## src/rtl/spi_pkg.sv

```systemverilog
// Shared types for the SPI master: controller state encoding and mode bit positions.
package spi_pkg;

    typedef enum logic [2:0] {
        S_IDLE,
        S_GAP,
        S_LEAD,
        S_XFER,
        S_TRAIL
    } spi_state_e;

    // mode port is {CPOL, CPHA}
    localparam int unsigned MODE_CPHA = 0;
    localparam int unsigned MODE_CPOL = 1;

endpackage

```

## src/rtl/spi_irq_sync.sv

```systemverilog
// Peripheral interrupt capture: 2-flop synchroniser, active-edge detect and sticky pending flags.
module spi_irq_sync
    import spi_pkg::*;
#(
    parameter int unsigned NUM_IRQ = 2,
    parameter bit          ACT_LOW = 1'b1
) (
    input  logic               clk_i,
    input  logic               rst_ni,
    input  logic [NUM_IRQ-1:0] irq_i,
    input  logic [NUM_IRQ-1:0] clear_i,
    output logic [NUM_IRQ-1:0] pending_o
);

    // Sync chain resets to the inactive level so reset release cannot fake an edge.
    localparam logic [NUM_IRQ-1:0] IDLE_LVL = {NUM_IRQ{ACT_LOW}};

    logic [NUM_IRQ-1:0] s1_q, s2_q, s3_q, pending_q;
    logic [NUM_IRQ-1:0] edge_d;

    always_comb begin
        edge_d = ACT_LOW ? (s3_q & ~s2_q) : (~s3_q & s2_q);
    end

    always_ff @(posedge clk_i or negedge rst_ni) begin
        if (!rst_ni) begin
            s1_q      <= IDLE_LVL;
            s2_q      <= IDLE_LVL;
            s3_q      <= IDLE_LVL;
            pending_q <= '0;
        end else begin
            s1_q      <= irq_i;
            s2_q      <= s1_q;
            s3_q      <= s2_q;
            pending_q <= (pending_q & ~clear_i) | edge_d;
        end
    end

    assign pending_o = pending_q;

endmodule

```

## src/rtl/spi_multi_master.sv

```systemverilog
// SPI master with NUM_CS chip selects, per-transaction CPOL/CPHA, CS hold for bursts
// and latched peripheral interrupts.
module spi_multi_master
    import spi_pkg::*;
#(
    parameter int unsigned NUM_CS      = 2,
    parameter int unsigned DATA_W      = 8,
    parameter int unsigned HALF_DIV    = 4,
    parameter int unsigned NUM_IRQ     = 2,
    parameter int unsigned IRQ_ACT_LOW = 1
) (
    input  logic                          clk_clk,
    input  logic                          reset_reset_n,
    input  logic                          start,
    // One spare code point so out-of-range selects stay representable and can be rejected.
    input  logic [$clog2(NUM_CS+1)-1:0]   cs_sel,
    input  logic [1:0]                    mode,
    input  logic                          hold_cs,
    input  logic [DATA_W-1:0]             tx_data,
    output logic                          busy,
    output logic                          done,
    output logic                          err,
    output logic [DATA_W-1:0]             rx_data,
    output logic                          spi_sck,
    output logic                          spi_mosi,
    input  logic                          spi_miso,
    output logic [NUM_CS-1:0]             spi_cs_n,
    input  logic [NUM_IRQ-1:0]            irq_in,
    input  logic [NUM_IRQ-1:0]            irq_clear,
    output logic [NUM_IRQ-1:0]            irq_pending
);

    localparam int unsigned CS_W   = $clog2(NUM_CS + 1);
    localparam int unsigned HALF_N = 2 * DATA_W;
    localparam int unsigned HALF_W = $clog2(HALF_N);
    localparam int unsigned DIV_W  = (HALF_DIV > 1) ? $clog2(HALF_DIV) : 1;
    localparam logic [DIV_W-1:0]  DIV_LAST  = DIV_W'(HALF_DIV - 1);
    localparam logic [HALF_W-1:0] HALF_LAST = HALF_W'(HALF_N - 1);

    spi_state_e          state_q;
    logic [DIV_W-1:0]    div_q;
    logic [HALF_W-1:0]   half_q;
    logic                sck_q, mosi_q, busy_q, done_q, err_q;
    logic                cpha_q, hold_q, held_q;
    logic [NUM_CS-1:0]   cs_n_q;
    logic [CS_W-1:0]     sel_q, held_sel_q;
    logic [DATA_W-1:0]   tx_sh_q, rx_sh_q, rx_data_q;
    logic                miso_s1_q, miso_s2_q, smp1_q, smp2_q;

    logic                tick_d, edge_d, lead_d, shift_d, sample_d;
    logic [HALF_W-1:0]   edge_idx_d;
    logic [NUM_CS-1:0]   req_mask_d, sel_mask_d;

    // edge_idx_d is the half-period about to start; even indices are leading SCK edges.
    always_comb begin
        tick_d     = (div_q == DIV_LAST);
        edge_idx_d = (state_q == S_LEAD) ? '0 : half_q + 1'b1;
        edge_d     = tick_d && ((state_q == S_LEAD) ||
                                (state_q == S_XFER && half_q != HALF_LAST));
        lead_d     = ~edge_idx_d[0];
        shift_d    = edge_d && (cpha_q ? lead_d : (!lead_d && edge_idx_d != HALF_LAST));
        sample_d   = edge_d && (cpha_q ? !lead_d : lead_d);
        req_mask_d = ~(NUM_CS'(1) << cs_sel);
        sel_mask_d = ~(NUM_CS'(1) << sel_q);
    end

    always_ff @(posedge clk_clk or negedge reset_reset_n) begin
        if (!reset_reset_n) begin
            state_q    <= S_IDLE;
            div_q      <= '0;
            half_q     <= '0;
            sck_q      <= 1'b0;
            mosi_q     <= 1'b0;
            busy_q     <= 1'b0;
            done_q     <= 1'b0;
            err_q      <= 1'b0;
            cpha_q     <= 1'b0;
            hold_q     <= 1'b0;
            held_q     <= 1'b0;
            cs_n_q     <= '1;
            sel_q      <= '0;
            held_sel_q <= '0;
            tx_sh_q    <= '0;
            rx_data_q  <= '0;
        end else begin
            done_q <= 1'b0;
            err_q  <= 1'b0;
            unique case (state_q)
                S_IDLE: begin
                    if (start) begin
                        if (cs_sel >= CS_W'(NUM_CS)) begin
                            err_q <= 1'b1;
                        end else begin
                            busy_q <= 1'b1;
                            div_q  <= '0;
                            sel_q  <= cs_sel;
                            cpha_q <= mode[MODE_CPHA];
                            hold_q <= hold_cs;
                            held_q <= 1'b0;
                            sck_q  <= mode[MODE_CPOL];
                            if (mode[MODE_CPHA]) begin
                                mosi_q  <= 1'b0;
                                tx_sh_q <= tx_data;
                            end else begin
                                mosi_q  <= tx_data[DATA_W-1];
                                tx_sh_q <= tx_data << 1;
                            end
                            if (held_q && held_sel_q != cs_sel) begin
                                cs_n_q  <= '1;
                                state_q <= S_GAP;
                            end else begin
                                cs_n_q  <= req_mask_d;
                                state_q <= S_LEAD;
                            end
                        end
                    end
                end
                S_GAP: begin
                    if (tick_d) begin
                        div_q   <= '0;
                        cs_n_q  <= sel_mask_d;
                        state_q <= S_LEAD;
                    end else begin
                        div_q <= div_q + 1'b1;
                    end
                end
                S_LEAD: begin
                    if (tick_d) begin
                        div_q   <= '0;
                        half_q  <= '0;
                        sck_q   <= ~sck_q;
                        state_q <= S_XFER;
                    end else begin
                        div_q <= div_q + 1'b1;
                    end
                end
                S_XFER: begin
                    if (tick_d) begin
                        div_q <= '0;
                        if (half_q == HALF_LAST) begin
                            state_q <= S_TRAIL;
                        end else begin
                            half_q <= half_q + 1'b1;
                            sck_q  <= ~sck_q;
                        end
                    end else begin
                        div_q <= div_q + 1'b1;
                    end
                end
                S_TRAIL: begin
                    if (tick_d) begin
                        div_q     <= '0;
                        state_q   <= S_IDLE;
                        busy_q    <= 1'b0;
                        done_q    <= 1'b1;
                        rx_data_q <= rx_sh_q;
                        mosi_q    <= 1'b0;
                        if (hold_q) begin
                            held_q     <= 1'b1;
                            held_sel_q <= sel_q;
                        end else begin
                            cs_n_q <= '1;
                        end
                    end else begin
                        div_q <= div_q + 1'b1;
                    end
                end
                default: state_q <= S_IDLE;
            endcase
            if (shift_d) begin
                mosi_q  <= tx_sh_q[DATA_W-1];
                tx_sh_q <= tx_sh_q << 1;
            end
        end
    end

    // Capture is delayed two cycles after each sampling edge to line up with the miso
    // synchroniser, so rx bits reflect the pin level at the SCK edge itself.
    always_ff @(posedge clk_clk or negedge reset_reset_n) begin
        if (!reset_reset_n) begin
            miso_s1_q <= 1'b0;
            miso_s2_q <= 1'b0;
            smp1_q    <= 1'b0;
            smp2_q    <= 1'b0;
            rx_sh_q   <= '0;
        end else begin
            miso_s1_q <= spi_miso;
            miso_s2_q <= miso_s1_q;
            smp1_q    <= sample_d;
            smp2_q    <= smp1_q;
            if (smp2_q) begin
                rx_sh_q <= {rx_sh_q[DATA_W-2:0], miso_s2_q};
            end
        end
    end

    spi_irq_sync #(
        .NUM_IRQ (NUM_IRQ),
        .ACT_LOW (IRQ_ACT_LOW != 0)
    ) u_irq_sync (
        .clk_i     (clk_clk),
        .rst_ni    (reset_reset_n),
        .irq_i     (irq_in),
        .clear_i   (irq_clear),
        .pending_o (irq_pending)
    );

    assign busy     = busy_q;
    assign done     = done_q;
    assign err      = err_q;
    assign rx_data  = rx_data_q;
    assign spi_sck  = sck_q;
    assign spi_mosi = mosi_q;
    assign spi_cs_n = cs_n_q;

endmodule

```

## config.mk

```make
export PLATFORM = sky130hd
export DESIGN_NAME = spi_multi_master
export DESIGN_NICKNAME = d
export VERILOG_FILES = /design/src/rtl/spi_pkg.sv /design/src/rtl/spi_irq_sync.sv /design/src/rtl/spi_multi_master.sv
export SDC_FILE = /design/constraint.sdc
export NUM_CORES = 1
export LEC_CHECK = 0
export ABC_AREA = 1
export CORE_MARGIN = 3
export CORE_UTILIZATION = 55
export DETAILED_ROUTE_END_ITERATION = 16
export PLACE_DENSITY = 0.82
export SYNTH_ARGS = -nofsm -noshare
export SYNTH_HDL_FRONTEND = slang
export SYNTH_HIERARCHICAL = 1
export SYNTH_SLANG_ARGS = --single-unit
```

## constraint.sdc

```tcl
create_clock -name clk_clk -period 3.45 [get_ports clk_clk]
set_input_delay 0.345 -clock clk_clk [delete_from_list [all_inputs] [get_ports clk_clk]]
set_output_delay 0.345 -clock clk_clk [all_outputs]
set_load 0.05 [all_outputs]
```

=== Yosys cells after proc, flatten, opt, wreduce, memory -nomap -nowiden ===
Cells that the tools add are included.

* Equality and inequality tests: 23
* $lt $le $gt $ge: 1
* Reduce and logical (&&, ||, !) cells: 29
* Bitwise logic cells: 10
* Shift-type cells: 2
* Add/subtract/negate cells: 2
* Mux-type cells: 57

{| class="wikitable"
|+ Operators by type and width
! operator !! number
|-
| $mux W8 || 5
|-
| $mux W1 || 23
|-
| $mux W3 || 7
|-
| $mux W2 || 10
|-
| $ne A2 B2 Y1 const B || 10
|-
| $mux W4 || 4
|-
| $pmux W3 S5 || 1
|-
| $reduce_and A3 Y1 || 4
|-
| $reduce_and A4 Y1 || 3
|-
| $reduce_and A6 Y1 || 2
|-
| $reduce_bool A2 Y1 || 5
|-
| $ne A3 B3 Y1 const B || 3
|-
| $reduce_bool A3 Y1 || 3
|-
| $ne A4 B4 Y1 const B || 2
|-
| $not A2 Y2 || 4
|-
| $pmux W4 S2 || 1
|-
| $reduce_and A7 Y1 || 1
|-
| $eq A3 B2 Y1 const B || 2
|-
| $logic_and A1 B1 Y1 || 6
|-
| $pmux W1 S2 || 3
|-
| $pmux W2 S3 || 1
|-
| $reduce_and A5 Y1 || 1
|-
| $add A4 B1 Y4 const B || 1
|-
| $and A2 B2 Y2 || 2
|-
| 17 further kinds || 20
|}

* Output and inout bits: 17
* Flip-flop bits (word level): 59

=== Logic depth before layout (Yosys ltp) ===
Gate-level depths: netlist of run 1.

* Depth in word-level cells: 8
* Mapped depth: 11
* Gate-level depth less buffers: 11

=== Modules after synthesis ===
The synthesis of run 1 kept the hierarchy.

{| class="wikitable"
|+ By module, submodules not included
! module !! area each (um^2) !! times used !! cells each
|-
| spi_multi_master || 2404.8 || 1 || 295
|-
| spi_irq_sync || 245.2 || 1 || 18
|}

=== Worst setup path before layout of run 1 ===
Ideal clock, no wire load.

* Kind: register to register
* Start: register half_q[0]
* End: register mosi_q (netlist: spi_mosi)
* Arrival: 1.393 ns
* Stages on the path, launching flop included: 12
* Setup time: 0.118 ns
* Path slack: 1.939 ns
* Cells stage by stage: dfrtp_1 > ha_1 > inv_1 > nor2_1 > nand2_1 > nor2_1 > nand2_2 > nand3_2 > buf_4 > nand2_1 > nand3_1 > nand2_1

* Longest elaborated chain between the ends: 8
* Elaborated cells on any way between the ends: 17
* Those cells by class: 1 x add/sub; 5 x eq/ne; 3 x mux; 1 x bitwise; 7 x reduce/logical

{| class="wikitable"
|+ Ends and longest elaborated chain
! item !! line !! RTL
|-
| start, declared || spi_multi_master.sv:42 || <nowiki>logic [HALF_W-1:0] half_q;</nowiki>
|-
| start signal, assigned || spi_multi_master.sv:143 || <nowiki>half_q <= half_q + 1'b1;</nowiki>
|-
| $add A4 B1 Y4 || spi_multi_master.sv:57 || <nowiki>edge_idx_d = (state_q == S_LEAD) ? '0 : half_q + 1'b1;</nowiki>
|-
| $mux W4 || spi_multi_master.sv:57 ||
|-
| $ne A4 B4 Y1 || spi_multi_master.sv:61 || <nowiki>shift_d = edge_d && (cpha_q ? lead_d : (!lead_d && edge_idx_d != HALF_LAST));</nowiki>
|-
| $logic_and A1 B1 Y1 || spi_multi_master.sv:61 ||
|-
| $mux W1 || spi_multi_master.sv:61 ||
|-
| $logic_and A1 B1 Y1 (*) || spi_multi_master.sv:61 ||
|-
| $ne A3 B3 Y1 (no source line) / $reduce_bool A3 Y1 (equally long branches) || -- ||
|-
| $reduce_and A4 Y1 (no source line) || -- ||
|-
| end signal, assigned || spi_multi_master.sv:105 || <nowiki>mosi_q <= tx_data[DATA_W-1];</nowiki>
|-
| end signal, assigned || spi_multi_master.sv:171 || <nowiki>mosi_q <= tx_sh_q[DATA_W-1];</nowiki>
|-
| end, declared || spi_multi_master.sv:43 || <nowiki>logic sck_q, mosi_q, busy_q, done_q, err_q;</nowiki>
|}

Mark *: on every way between the ends. The rest lies on a longest branch, timed or not.
A chain may end at the register's enable or synchronous reset.

=== Worst setup path in the final report of run 1 ===
* Start: register state_q[1]
* End: register tx_sh_q[0]

* Longest elaborated chain between the ends: 8
* Elaborated cells on any way between the ends: 17
* Those cells by class: 4 x eq/ne; 3 x mux; 1 x bitwise; 9 x reduce/logical

{| class="wikitable"
|+ Ends and longest elaborated chain
! item !! line !! RTL
|-
| start, declared || spi_multi_master.sv:40 || <nowiki>spi_state_e state_q;</nowiki>
|-
| start signal, assigned || spi_multi_master.sv:69 || <nowiki>state_q <= S_IDLE;</nowiki>
|-
| start signal, assigned || spi_multi_master.sv:110 || <nowiki>state_q <= S_GAP;</nowiki>
|-
| start signal, assigned || spi_multi_master.sv:113 || <nowiki>state_q <= S_LEAD;</nowiki>
|-
| $eq A3 B2 Y1 || spi_multi_master.sv:57, spi_multi_master.sv:58 ||
|-
| $mux W4 || spi_multi_master.sv:57 ||
|-
| $ne A4 B4 Y1 || spi_multi_master.sv:61 ||
|-
| $logic_and A1 B1 Y1 || spi_multi_master.sv:61 ||
|-
| $mux W1 || spi_multi_master.sv:61 ||
|-
| $logic_and A1 B1 Y1 || spi_multi_master.sv:61 ||
|-
| $ne A2 B2 Y1 (no source line) / $reduce_bool A2 Y1 (equally long branches) || -- ||
|-
| $reduce_and A3 Y1 (no source line) || -- ||
|-
| end signal, assigned || spi_multi_master.sv:103 || <nowiki>tx_sh_q <= tx_data;</nowiki>
|-
| end signal, assigned || spi_multi_master.sv:106 || <nowiki>tx_sh_q <= tx_data << 1;</nowiki>
|-
| end signal, assigned || spi_multi_master.sv:172 || <nowiki>tx_sh_q <= tx_sh_q << 1;</nowiki>
|-
| end, declared || spi_multi_master.sv:47 || <nowiki>logic [DATA_W-1:0] tx_sh_q, rx_sh_q, rx_data_q;</nowiki>
|}

Several ways; a longest one is shown, not always the timed one.

==> reports/qor.yml, run 1 <==
cp-start-kind: "flip-flop"
cts_max_level: 3
vias_per_cell: 5.39
ys_top_cells_by_area: "dfrtp_1 48%, nand2_1 13%, dfstp_2 7.9%"
crit_path_end: "tx_sh_q[0]$_DFFE_PN0P_"
tns_ps: 0
critical_path.max_fanout: 15
dp_hpwl_mm: 3.80
min_period_ps: 2200
io_buffers: 37
start_util_pct: 58.8
syn_nets: 336
yosysWarnings: 6
insertion_delay_ps: 340
post-cts-setup-buffers: 0
arrival_ps: 2450
vias: 2222
cts_root_buf: "clkbuf_8"
finalHoldViolCount: 0
r2r-end: "tx_sh_q[0]$_DFFE_PN0P_"
maxSlewHeadroom_pct: 47.6
avgSynthCellArea_um2: 8.47
peakVddDrop_mv: 0.591
met1_usage_pct: 26.8
clock_path_buffers: 2
die_w_um: 75.4
final-max-slew-violation-count: 0
r2r_start: "state_q[1]$_DFFE_PN0P_"
synth_top_area_cell: "dfrtp_1"
syn-cell-area_um2: 2650
worstSetupStartpoint: "state_q[1]$_DFFE_PN0P_"
required_ps: 3700
die_area_um2: 5690
r2r_slack_ps: 1250
synth.distinct_cells: 23
coreArea_um2: 4500
syn_to_final_growth_pct: 23.5
rows: 24
gp_congestion: 0.848
holdBufCountCts: 0
nNetsFinal: 378
dr.pass1.iters: 5
cts_tree: "yes"
cts_made_buffers: 9
grt_pass1_vias: 2114
critPathKind: "flip-flop to flip-flop"
wire_per_inst_um: 13.2
die_h_um: 75.4
reg2reg_depth: 7
endpoint_kind: "flip-flop"
drc: 0
grt_pass1_wl_mm: 9.16
ios: 38
max_freq_mhz: 455
drtAntennaViolNets: 0
synthCells: 313
power.leakage_nw: 1.58
grt_max_degree: 38
intPower_mw: 1.60
rsz0062_at_grt: "false"
pwr-share-seq_pct: 37.9
drive_above_1_share_pct: 9.72
outcome: "finished, final reports clean"
clkPwrFrac_pct: 27.7
drt_iter0_markers: 150
tightest_slew_ps: 786
antenna_found_initial: 0
clock_sinks: 59
post-route-period-util_pct: 63.7
cts_resized: 0
yosysSeqAreaShare_pct: 56.1
min_path_type: "primary input to asynchronous set/reset pin"
grt_usage_pct: 21.5
pre_cts_ws_ps: 1270
max_cap_violations: 0
use_met2_pct: 33.7
switching_share_pct: 38.1
finalSetupViolCount: 0
p_comb_share_pct: 34.5
top_usage_layer: "met2"
pwr_density_cell_nw_per_um2: 791
grt_use_met3_pct: 6.73
overflow: 0
wl_mm: 5.45
diodes: 0
power.switching_uw: 987
clk_pin_slew_ps: 70
synth_seq_cells: 59
setup_ws_ps: 1250
yosysTopAreaCellShare_pct: 48.2
skew_ps: 8.91
[power by group through the flow]
stage                     combinational [mW]  sequential, mW  clock [mW]
final                                  0.892           0.979       0.716
after global routing                    1.02            1.00       0.756
after CTS                              0.891           0.977       0.722
after detailed placement               0.878           0.988           0
after global placement                 0.856           0.980           0
after floorplan                        0.529            1.09           0
[registers in the layout, indices dropped and copies added (netlist names), 2 cells and up]
register,count
u_irq_sync/s3_q,2
rx_sh_q,8
half_q,4
rx_data,8
state_q,3
spi_cs_n,2
sel_q,2
held_sel_q,2
div_q,2
u_irq_sync/s2_q,2
u_irq_sync/pending_o,2
tx_sh_q,8
u_irq_sync/s1_q,2
[synthesized netlist by cell type, drive strengths merged]
| master | count |
|---|---|
| nand4 | 13 |
| ha | 2 |
| nand3 | 38 |
| o31ai | 1 |
| dfrtp | 51 |
| xnor2 | 3 |
| nor2 | 15 |
| buf | 5 |
| nor3 | 1 |
| clkinv | 1 |
| o21ai | 33 |
| clkbuf | 2 |
| a21oi | 3 |
| inv | 41 |
| nand2 | 96 |
| dfstp | 8 |
[per-stage QoR]
stage / hold WS [ps] / area, um2 / instances / total power, mW / util [%]
floorplan: 49.4 / 2650 / 313 / 1.62 / -
global placement: 331 / 3040 / 396 / 1.84 / 67.6
detailed placement: 341 / 3040 / 396 / 1.87 / 67.6
CTS: 115 / 3270 / 412 / 2.59 / 72.6
global route: 150 / 3270 / 412 / 2.77 / 72.6
finish: 85.4 / 3270 / 412 / 2.59 / 72.6
[final cells by class]
class	count	area, um2
Timing Repair Buffer	38	373
Fill cell	351	1230
Clock buffer	12	155
Clock inverter	4	72.6
Tap cell	52	65.1
Multi-Input combinational cell	205	962
Inverter	42	158
Sequential cell	59	1490
[critical path, cell delays in order (launching register included)]
cell     delay [ps]
dfrtp_1         430
inv_1           170
nand2_1         110
nor2_2          220
nand3_1         450
inv_1           460
nand2_1         110
o21ai_0         160
[layer usage]
| metal | vias up | share of wire, % |
|---|---|---|
| met4 | 0 | 2.8 |
| met2 | 64 | 48 |
| met1 | 1040 | 44 |
| li1 | 1100 | - |
| met3 | 18 | 5.2 |
| met5 | - | 0 |
[cells by family (layout without fill, tap and decap cells)]
family                     Yosys count  count (layout)  synth area share (%)
AOI/OAI and AO/OA                   37              37                  7.08
xor gates and xnor gates             3               3                 0.992
adders and majority gates            2               2                 0.944
buffers and inverters               49              96                  7.60
DFF                                 59              59                  56.1
and+or+nand+nor                    163             163                  27.3
[worst min path at each step]
stage / depth (start not counted) / endpoint
final: 1 / state_q[2]$_DFFE_PN0P_
after global routing: 1 / rx_data[4]$_DFFE_PN0P_
after CTS: 1 / rx_data[7]$_DFFE_PN0P_
after detailed placement: 0 / smp2_q$_DFF_PN0_
after global placement: 0 / smp2_q$_DFF_PN0_
after floorplan: 0 / busy$_DFFE_PN0P_
[cell usage in the layout (no fill, tap or decap), types with 2 or more instances in the layout]
| master | n |
|---|---|
| clkdlybuf4s50_1 | 36 |
| nand2_2 | 2 |
| dfstp_2 | 8 |
| nand3_1 | 36 |
| inv_1 | 39 |
| nor2_2 | 3 |
| nand3_2 | 2 |
| ha_1 | 2 |
| nor2_1 | 11 |
| nand2_1 | 94 |
| xnor2_1 | 3 |
| o21ai_0 | 33 |
| nand4_1 | 13 |
| bufinv_16 | 2 |
| clkbuf_8 | 11 |
| a21oi_1 | 3 |
| dfrtp_1 | 51 |
| inv_2 | 2 |
(Power assumes the default switching activity.)
==> run 2, diff against run 1 <==
--- a/config.mk
+++ b/config.mk
@@ -7,9 +7,9 @@
 export LEC_CHECK = 0
 export ABC_AREA = 1
 export CORE_MARGIN = 3
-export CORE_UTILIZATION = 55
+export CORE_UTILIZATION = 48
 export DETAILED_ROUTE_END_ITERATION = 16
-export PLACE_DENSITY = 0.82
+export PLACE_DENSITY = 0.77
 export SYNTH_ARGS = -nofsm -noshare
 export SYNTH_HDL_FRONTEND = slang
 export SYNTH_HIERARCHICAL = 1
==> constraint.sdc (replaced) <==
create_clock -name clk_clk -period 1.9 [get_ports clk_clk]
set_input_delay 0.19 -clock clk_clk [delete_from_list [all_inputs] [get_ports clk_clk]]
set_output_delay 0.19 -clock clk_clk [all_outputs]
set_load 0.05 [all_outputs]
==> run 2 against run 1 <==
  * Combinational power is 82% higher
  * Sequential share of layout area shrank 0.62 points
  * Worst hold slack gained 170 ps
  * Clock power increased by 62%
  * Sequential power up 81%
  * Total power is 76% higher
  * Clock skew grew 3.9 ps
  * Cell count is 5.3% higher
  * Sequential cell count did not move
  * Global-route usage down 3.6 points
  * Largest power group unchanged
  * Highest routed layer unchanged
==> reports/qor.yml, run 2 (same netlist as run 1, synthesis figures left out) <==
outcome: "finished, final reports clean"  # unchanged
r2r_slack_ps: 210  # was 1250 ps
max_stage_delay_ps: 790  # was 460 ps
drc: 0  # unchanged
rows: 26  # was 24
drtAntennaViolNets: 0  # unchanged
power.switching_mw: 1.75  # was 987 uW
critical_path.max_fanout: 2  # was 15
reg2reg_depth: 10  # was 7
crit_family: "buffers and inverters"  # was simple AND/OR/NAND/NOR gates
die_h_um: 80.3  # was 75.4 um
layout_commonest_cell: "nand2_1"  # unchanged
critPathKind: "flip-flop to output port"  # was flip-flop to flip-flop
grt_pass1_vias: 2040  # was 2114
switching_share_pct: 38.5  # was 38.1%
pwr_density_cell_nw_per_um2: 1370  # was 791 nW/um2
arrival_ps: 1650  # was 2450 ps
antenna_found_initial: 0  # unchanged
cp-start-kind: "flip-flop"  # unchanged
min_to: "u_irq_sync/s1_q[1]$_DFF_PN1_"
tightest_slew_ps: 507  # was 786 ps
dr.pass1.iters: 4  # was 5
r2r-end: "spi_mosi$_DFFE_PN0P_"  # was tx_sh_q[0]$_DFFE_PN0P_
vias: 2196  # was 2222
io_buffers: 37  # unchanged
final-max-slew-violation-count: 0  # unchanged
max_cap_violations: 0  # unchanged
cts_made_buffers: 9  # unchanged
insertion_delay_ps: 330  # was 340 ps
wl_mm: 5.18  # was 5.45 mm
power.leakage_nw: 1.60  # was 1.58 nW
clock_path_buffers: 2  # unchanged
clock_sinks: 59  # unchanged
p_comb_share_pct: 35.7  # was 34.5%
tns_ps: 0  # unchanged
post-cts-setup-buffers: 0  # unchanged
start_util_pct: 50.6  # was 58.8%
cp.depth: 1  # was 7
skew_ps: 12.8  # was 8.91 ps
critPathSlowestCell: "clkdlybuf4s50_1"  # was inv_1
max_freq_mhz: 542
holdPathStages: 1
cts_root_buf: "clkbuf_8"  # unchanged
finalSetupViolCount: 0  # unchanged
diodes: 0  # unchanged
grt_pass1_wl_mm: 8.88  # was 9.16 mm
endpoint_kind: "output port"  # was flip-flop
post-route-period-util_pct: 97.0
grt_usage_pct: 18.0  # was 21.5%
min_period_ps: 1840
r2r_start: "half_q[0]$_DFFE_PN0P_"  # was state_q[1]$_DFFE_PN0P_
worst_hold_startpoint: "irq_in[1]"
grt_max_degree: 41  # was 38
path_buf_inv: 1  # was 2
pwr-share-seq_pct: 38.9  # was 37.9%
maxSlewHeadroom_pct: 66.1  # was 47.6%
ios: 38  # unchanged
finalPower_mw: 4.55  # was 2.59 mW
vias_per_cell: 5.06  # was 5.39
wire_per_inst_um: 11.9  # was 13.2 um
cts_tree: "yes"  # unchanged
finalHoldViolCount: 0  # unchanged
gp_congestion: 0.851  # was 0.848
drive_above_1_share_pct: 10.2  # was 9.72%
clkPwrFrac_pct: 25.4  # was 27.7%
syn_to_final_growth_pct: 25.2  # was 23.5%
dp_hpwl_mm: 3.74  # was 3.80 mm
cts_max_level: 3  # unchanged
nNetsFinal: 382  # was 378
die_area_um2: 6450  # was 5690 um2
clk_pin_slew_ps: 70  # about the same
required_ps: 1710  # was 3700 ps
intPower_mw: 2.80  # was 1.60 mW
nFillCells: 462  # was 351
crit_chain: "clkdlybuf4s50_1"  # was inv_1 -> nand2_1 -> nor2_2 -> nand3_1 -> inv_1 -> nand2_1 -> o21ai_0
most-common-layout-cells: "94 x nand2_1, 51 x dfrtp_1, 39 x inv_1, 36 x nand3_1, 36 x clkdlybuf4s50_1"  # unchanged
min_path_type: "primary input to flip-flop"  # was primary input to asynchronous set/reset pin
overflow: 0  # unchanged
coreArea_um2: 5240  # was 4500 um2
die_w_um: 80.3  # was 75.4 um
drt_iter0_markers: 115  # was 150
peakVddDrop_mv: 0.674  # was 0.591 mV
rsz0062_at_grt: "false"  # unchanged
run 2: changes by cell type in the layout (fill, tap and decap cells not counted):
cell	previous run	this run
dlygate4sd3_1	0	1
clkbuf_1	1	2
clkinv_4	0	1
buf_12	0	1
bufinv_16	2	1
clkinv_2	1	0
buf_4	1	3
run 2: timing repair:
item / CTS / global route
hold buffers: 1 / 0
hold endpoints to repair: 17 / 0
resized for setup: 0 / 0
endpoints found under the setup margin: 0 / 0
run 2: worst max-delay path by stage:
stage / endpoint / startpoint
floorplan: spi_mosi$_DFFE_PN0P_ / half_q[0]$_DFFE_PN0P_
global placement: spi_mosi$_DFFE_PN0P_ / half_q[0]$_DFFE_PN0P_
detailed placement: spi_mosi$_DFFE_PN0P_ / half_q[0]$_DFFE_PN0P_
CTS: spi_cs_n[0] / spi_cs_n[0]$_DFFE_PN1P_
global route: spi_cs_n[0] / spi_cs_n[0]$_DFFE_PN1P_
finish: spi_cs_n[0] / spi_cs_n[0]$_DFFE_PN1P_
run 2: per-layer routing:
metal	part of all wire, %	GRT usage (%)	up-vias
li1	-	-	1099
met1	46	23.0	1030
met2	46	28.6	56
met3	5.1	3.92	11
met4	2.3	9.29	0
met5	0	0	-
run 2: area by class of cell:
cell class / count / area [um2] / area share [%]
inverters: 42 / 158 / 4.75
clock inverters: 3 / 46.3 / 1.40
multi-input cells: 205 / 962 / 29.0
clock buffers: 13 / 159 / 4.79
flip-flops and latches: 59 / 1490 / 44.8
well taps: 70 / 87.6 / 2.64
repair buffers: 42 / 418 / 12.6
run 2: power by group through the flow:
stage | registers, mW | clock network [mW] | logic, mW
after floorplan | 1.98 | 0 | 0.961
after global placement | 1.78 | 0 | 1.59
after detailed placement | 1.79 | 0 | 1.62
after CTS | 1.77 | 1.18 | 1.63
after global routing | 1.80 | 1.24 | 1.85
final | 1.77 | 1.16 | 1.62
run 2: stage by stage:
stage          hold slack, ps  area, um2  std cells  setup WS [ps]  utilization, %
2_1_floorplan            -106       2650        313            389               -
3_3_place_gp              169       3100        417            270            59.2
3_5_place_dp              176       3100        417            228            59.2
4_1_cts                   243       3320        434           33.9            63.3
5_1_grt                   262       3320        434           16.6            63.3
6_report                  255       3320        434           56.5            63.3
==> run 3, diff against run 2 <==
--- a/config.mk
+++ b/config.mk
@@ -6,6 +6,7 @@
 export NUM_CORES = 1
 export LEC_CHECK = 0
 export ABC_AREA = 1
+export CORE_ASPECT_RATIO = 1.2
 export CORE_MARGIN = 3
 export CORE_UTILIZATION = 48
 export DETAILED_ROUTE_END_ITERATION = 16
==> constraint.sdc (replaced) <==
create_clock -name clk_clk -period 1.9 [get_ports clk_clk]
set_input_delay 0.38 -clock clk_clk [delete_from_list [all_inputs] [get_ports clk_clk]]
set_output_delay 0.38 -clock clk_clk [all_outputs]
set_load 0.05 [all_outputs]
==> run 3 against run 2 <==
  * Clock skew shrank 4.6 ps
  * Die area about the same
  * Sequential share of layout area about the same
  * Combinational power is essentially flat
  * Fmax decreased by 0.70%
  * Cell count shrank 1.6%
  * Worst hold slack got worse by 220 ps
  * Setup slack worse by 13 ps
  * Global-route usage is 1.1 points higher
  * Register-to-register slack hardly changed
  * Sequential cell count unchanged
  * Critical path type unchanged
  * Largest power group unchanged
==> reports/qor.yml, run 3 (same netlist as run 1, synthesis figures left out) <==
max_stage_delay_ps: 800  # was 790 ps
crit_family: "buffers and inverters"  # unchanged
r2r_slack_ps: 210  # about the same
drt_iter0_markers: 86  # was 115
pre_cts_ws_ps: 208  # was 228 ps
min_path_type: "primary input to asynchronous set/reset pin"  # was primary input to flip-flop
die_w_um: 73.8  # was 80.3 um
finalSetupViolCount: 0  # unchanged
maxSlewHeadroom_pct: 62.8  # was 66.1%
holdWs_ps: 31.2  # was 255 ps
drive_above_1_share_pct: 12.3  # was 10.2%
reg2reg_depth: 10  # unchanged
setup_ws_ps: 43.5  # was 56.5 ps
power.leakage_nw: 1.72  # was 1.60 nW
arrival_ps: 1480  # was 1650 ps
finalHoldViolCount: 0  # unchanged
final-max-slew-violation-count: 0  # unchanged
max_freq_mhz: 539  # was 542 MHz
tns_ps: 0  # unchanged
cts_max_level: 3  # unchanged
holdBufCountCts: 0  # was 1
path_buf_inv: 1  # unchanged
pwr-share-seq_pct: 39.4  # was 38.9%
most-common-layout-cells: "94 x nand2_1, 51 x dfrtp_1, 39 x inv_1, 36 x nand3_1, 33 x o21ai_0"  # was 94 x nand2_1, 51 x dfrtp_1, 39 x inv_1, 36 x nand3_1, 36 x clkdlybuf4s50_1
seqCellArea_um2: 1490  # unchanged
intPower_mw: 2.77  # was 2.80 mW
insertion_delay_ps: 340  # was 330 ps
clk_pin_slew_ps: 70  # about the same
wire_per_inst_um: 12.7  # was 11.9 um
coreArea_um2: 5300  # was 5240 um2
nNetsFinal: 383  # was 382
grt_usage_pct: 19.1  # was 18.0%
r2r-end: "spi_mosi$_DFFE_PN0P_"  # unchanged
dp_hpwl_mm: 3.97  # was 3.74 mm
vias: 2206  # was 2196
io_buffers: 37  # unchanged
clkPwrFrac_pct: 25.4  # about the same
clock_sinks: 59  # unchanged
die_h_um: 87.4  # was 80.3 um
diodes: 0  # unchanged
start_util_pct: 50.0  # was 50.6%
ios: 38  # unchanged
drtAntennaViolNets: 0  # unchanged
endpoint_kind: "output port"  # unchanged
critPathKind: "flip-flop to output port"  # unchanged
pwr_density_cell_nw_per_um2: 1370  # about the same
min_period_ps: 1860  # was 1840 ps
crit_chain: "clkdlybuf4s50_1"  # unchanged
wl_mm: 5.42  # was 5.18 mm
clock_path_buffers: 2  # unchanged
syn_to_final_growth_pct: 25.1  # was 25.2%
multi_input_area_um2: 962  # unchanged
switching_share_pct: 39.0  # was 38.5%
r2r_start: "half_q[1]$_DFFE_PN0P_"  # was half_q[0]$_DFFE_PN0P_
critical_path.max_fanout: 2  # unchanged
power.switching_mw: 1.77  # was 1.75 mW
max_cap_violations: 0  # unchanged
peakVddDrop_mv: 0.587  # was 0.674 mV
stdcell_area_um2: 3320  # about the same
drc: 0  # unchanged
post-route-period-util_pct: 97.7  # was 97.0%
cp-start-kind: "flip-flop"  # unchanged
rows: 29  # was 26
die_area_um2: 6450  # about the same
layout_commonest_cell: "nand2_1"  # unchanged
cts_root_buf: "clkbuf_8"  # unchanged
place_area_um2: 3090  # was 3100 um2
vias_per_cell: 5.17  # was 5.06
p_comb_share_pct: 35.2  # was 35.7%
gp_congestion: 0.852  # was 0.851
grt_pass1_wl_mm: 9.40  # was 8.88 mm
skew_ps: 8.21  # was 12.8 ps
cts_tree: "yes"  # unchanged
rsz0062_at_grt: "false"  # unchanged
required_ps: 1520  # was 1710 ps
antenna_found_initial: 0  # unchanged
utilization_pct: 62.6  # was 63.3%
grt_pass1_vias: 2153  # was 2040
nFillCells: 459  # was 462
critPathSlowestCell: "clkdlybuf4s50_1"  # unchanged
tightest_slew_ps: 559  # was 507 ps
outcome: "finished, final reports clean"  # unchanged
dr.pass1.iters: 4  # unchanged
overflow: 0  # unchanged
grt_max_degree: 28  # was 41
cts_made_buffers: 9  # unchanged
## run 3: metal layers
layer / up-vias / GRT usage [%] / part of all wire, %
li1: 1101 / - / -
met1: 1036 / 23.0 / 42
met2: 57 / 31.5 / 50
met3: 12 / 5.31 / 6.2
met4: 0 / 8.40 / 2.0
met5: - / 0 / 0
## run 3: how the worst max path moves through the flow
| stage | startpoint | end | slack, ps | cells after the start |
|---|---|---|---|---|
| floorplan | half_q[0]$_DFFE_PN0P_ | spi_mosi$_DFFE_PN0P_ | 390 | 11 |
| global placement | cs_sel[1] | tx_sh_q[0]$_DFFE_PN0P_ | 220 | 6 |
| detailed placement | cs_sel[1] | tx_sh_q[0]$_DFFE_PN0P_ | 210 | 6 |
| CTS | rx_data[6]$_DFFE_PN0P_ | rx_data[6] | 9 | 1 |
| global route | rx_data[2]$_DFFE_PN0P_ | rx_data[2] | 0.4 | 1 |
| finish | rx_data[3]$_DFFE_PN0P_ | rx_data[3] | 40 | 1 |
## run 3: power groups by stage
stage / combinational, mW / sequential [mW] / clock (mW)
after floorplan: 0.961 / 1.98 / 0
after global placement: 1.55 / 1.79 / 0
after detailed placement: 1.61 / 1.80 / 0
after CTS: 1.62 / 1.79 / 1.18
after global routing: 1.83 / 1.83 / 1.23
final: 1.60 / 1.79 / 1.15
## run 3: layout make-up
cell class	count	area share (%)
Clock buffer	12	4.68
Clock inverter	4	1.47
Inverter	42	4.75
Multi-Input combinational cell	205	29.0
Sequential cell	59	44.8
Tap cell	62	2.34
Timing Repair Buffer	43	12.9
## run 3: stage by stage
stage	cells	power, mW
after global placement	411	3.35
after floorplan	313	2.94
after global routing	427	4.89
final	427	4.54
after detailed placement	411	3.41
after CTS	427	4.58
## run 3: repair_timing
action | 4_1_cts | 5_1_grt
resized for setup | 0 | 7
setup buffers | 0 | 0
endpoints found under the setup margin | 0 | 7
hold endpoints to repair | 0 | 0
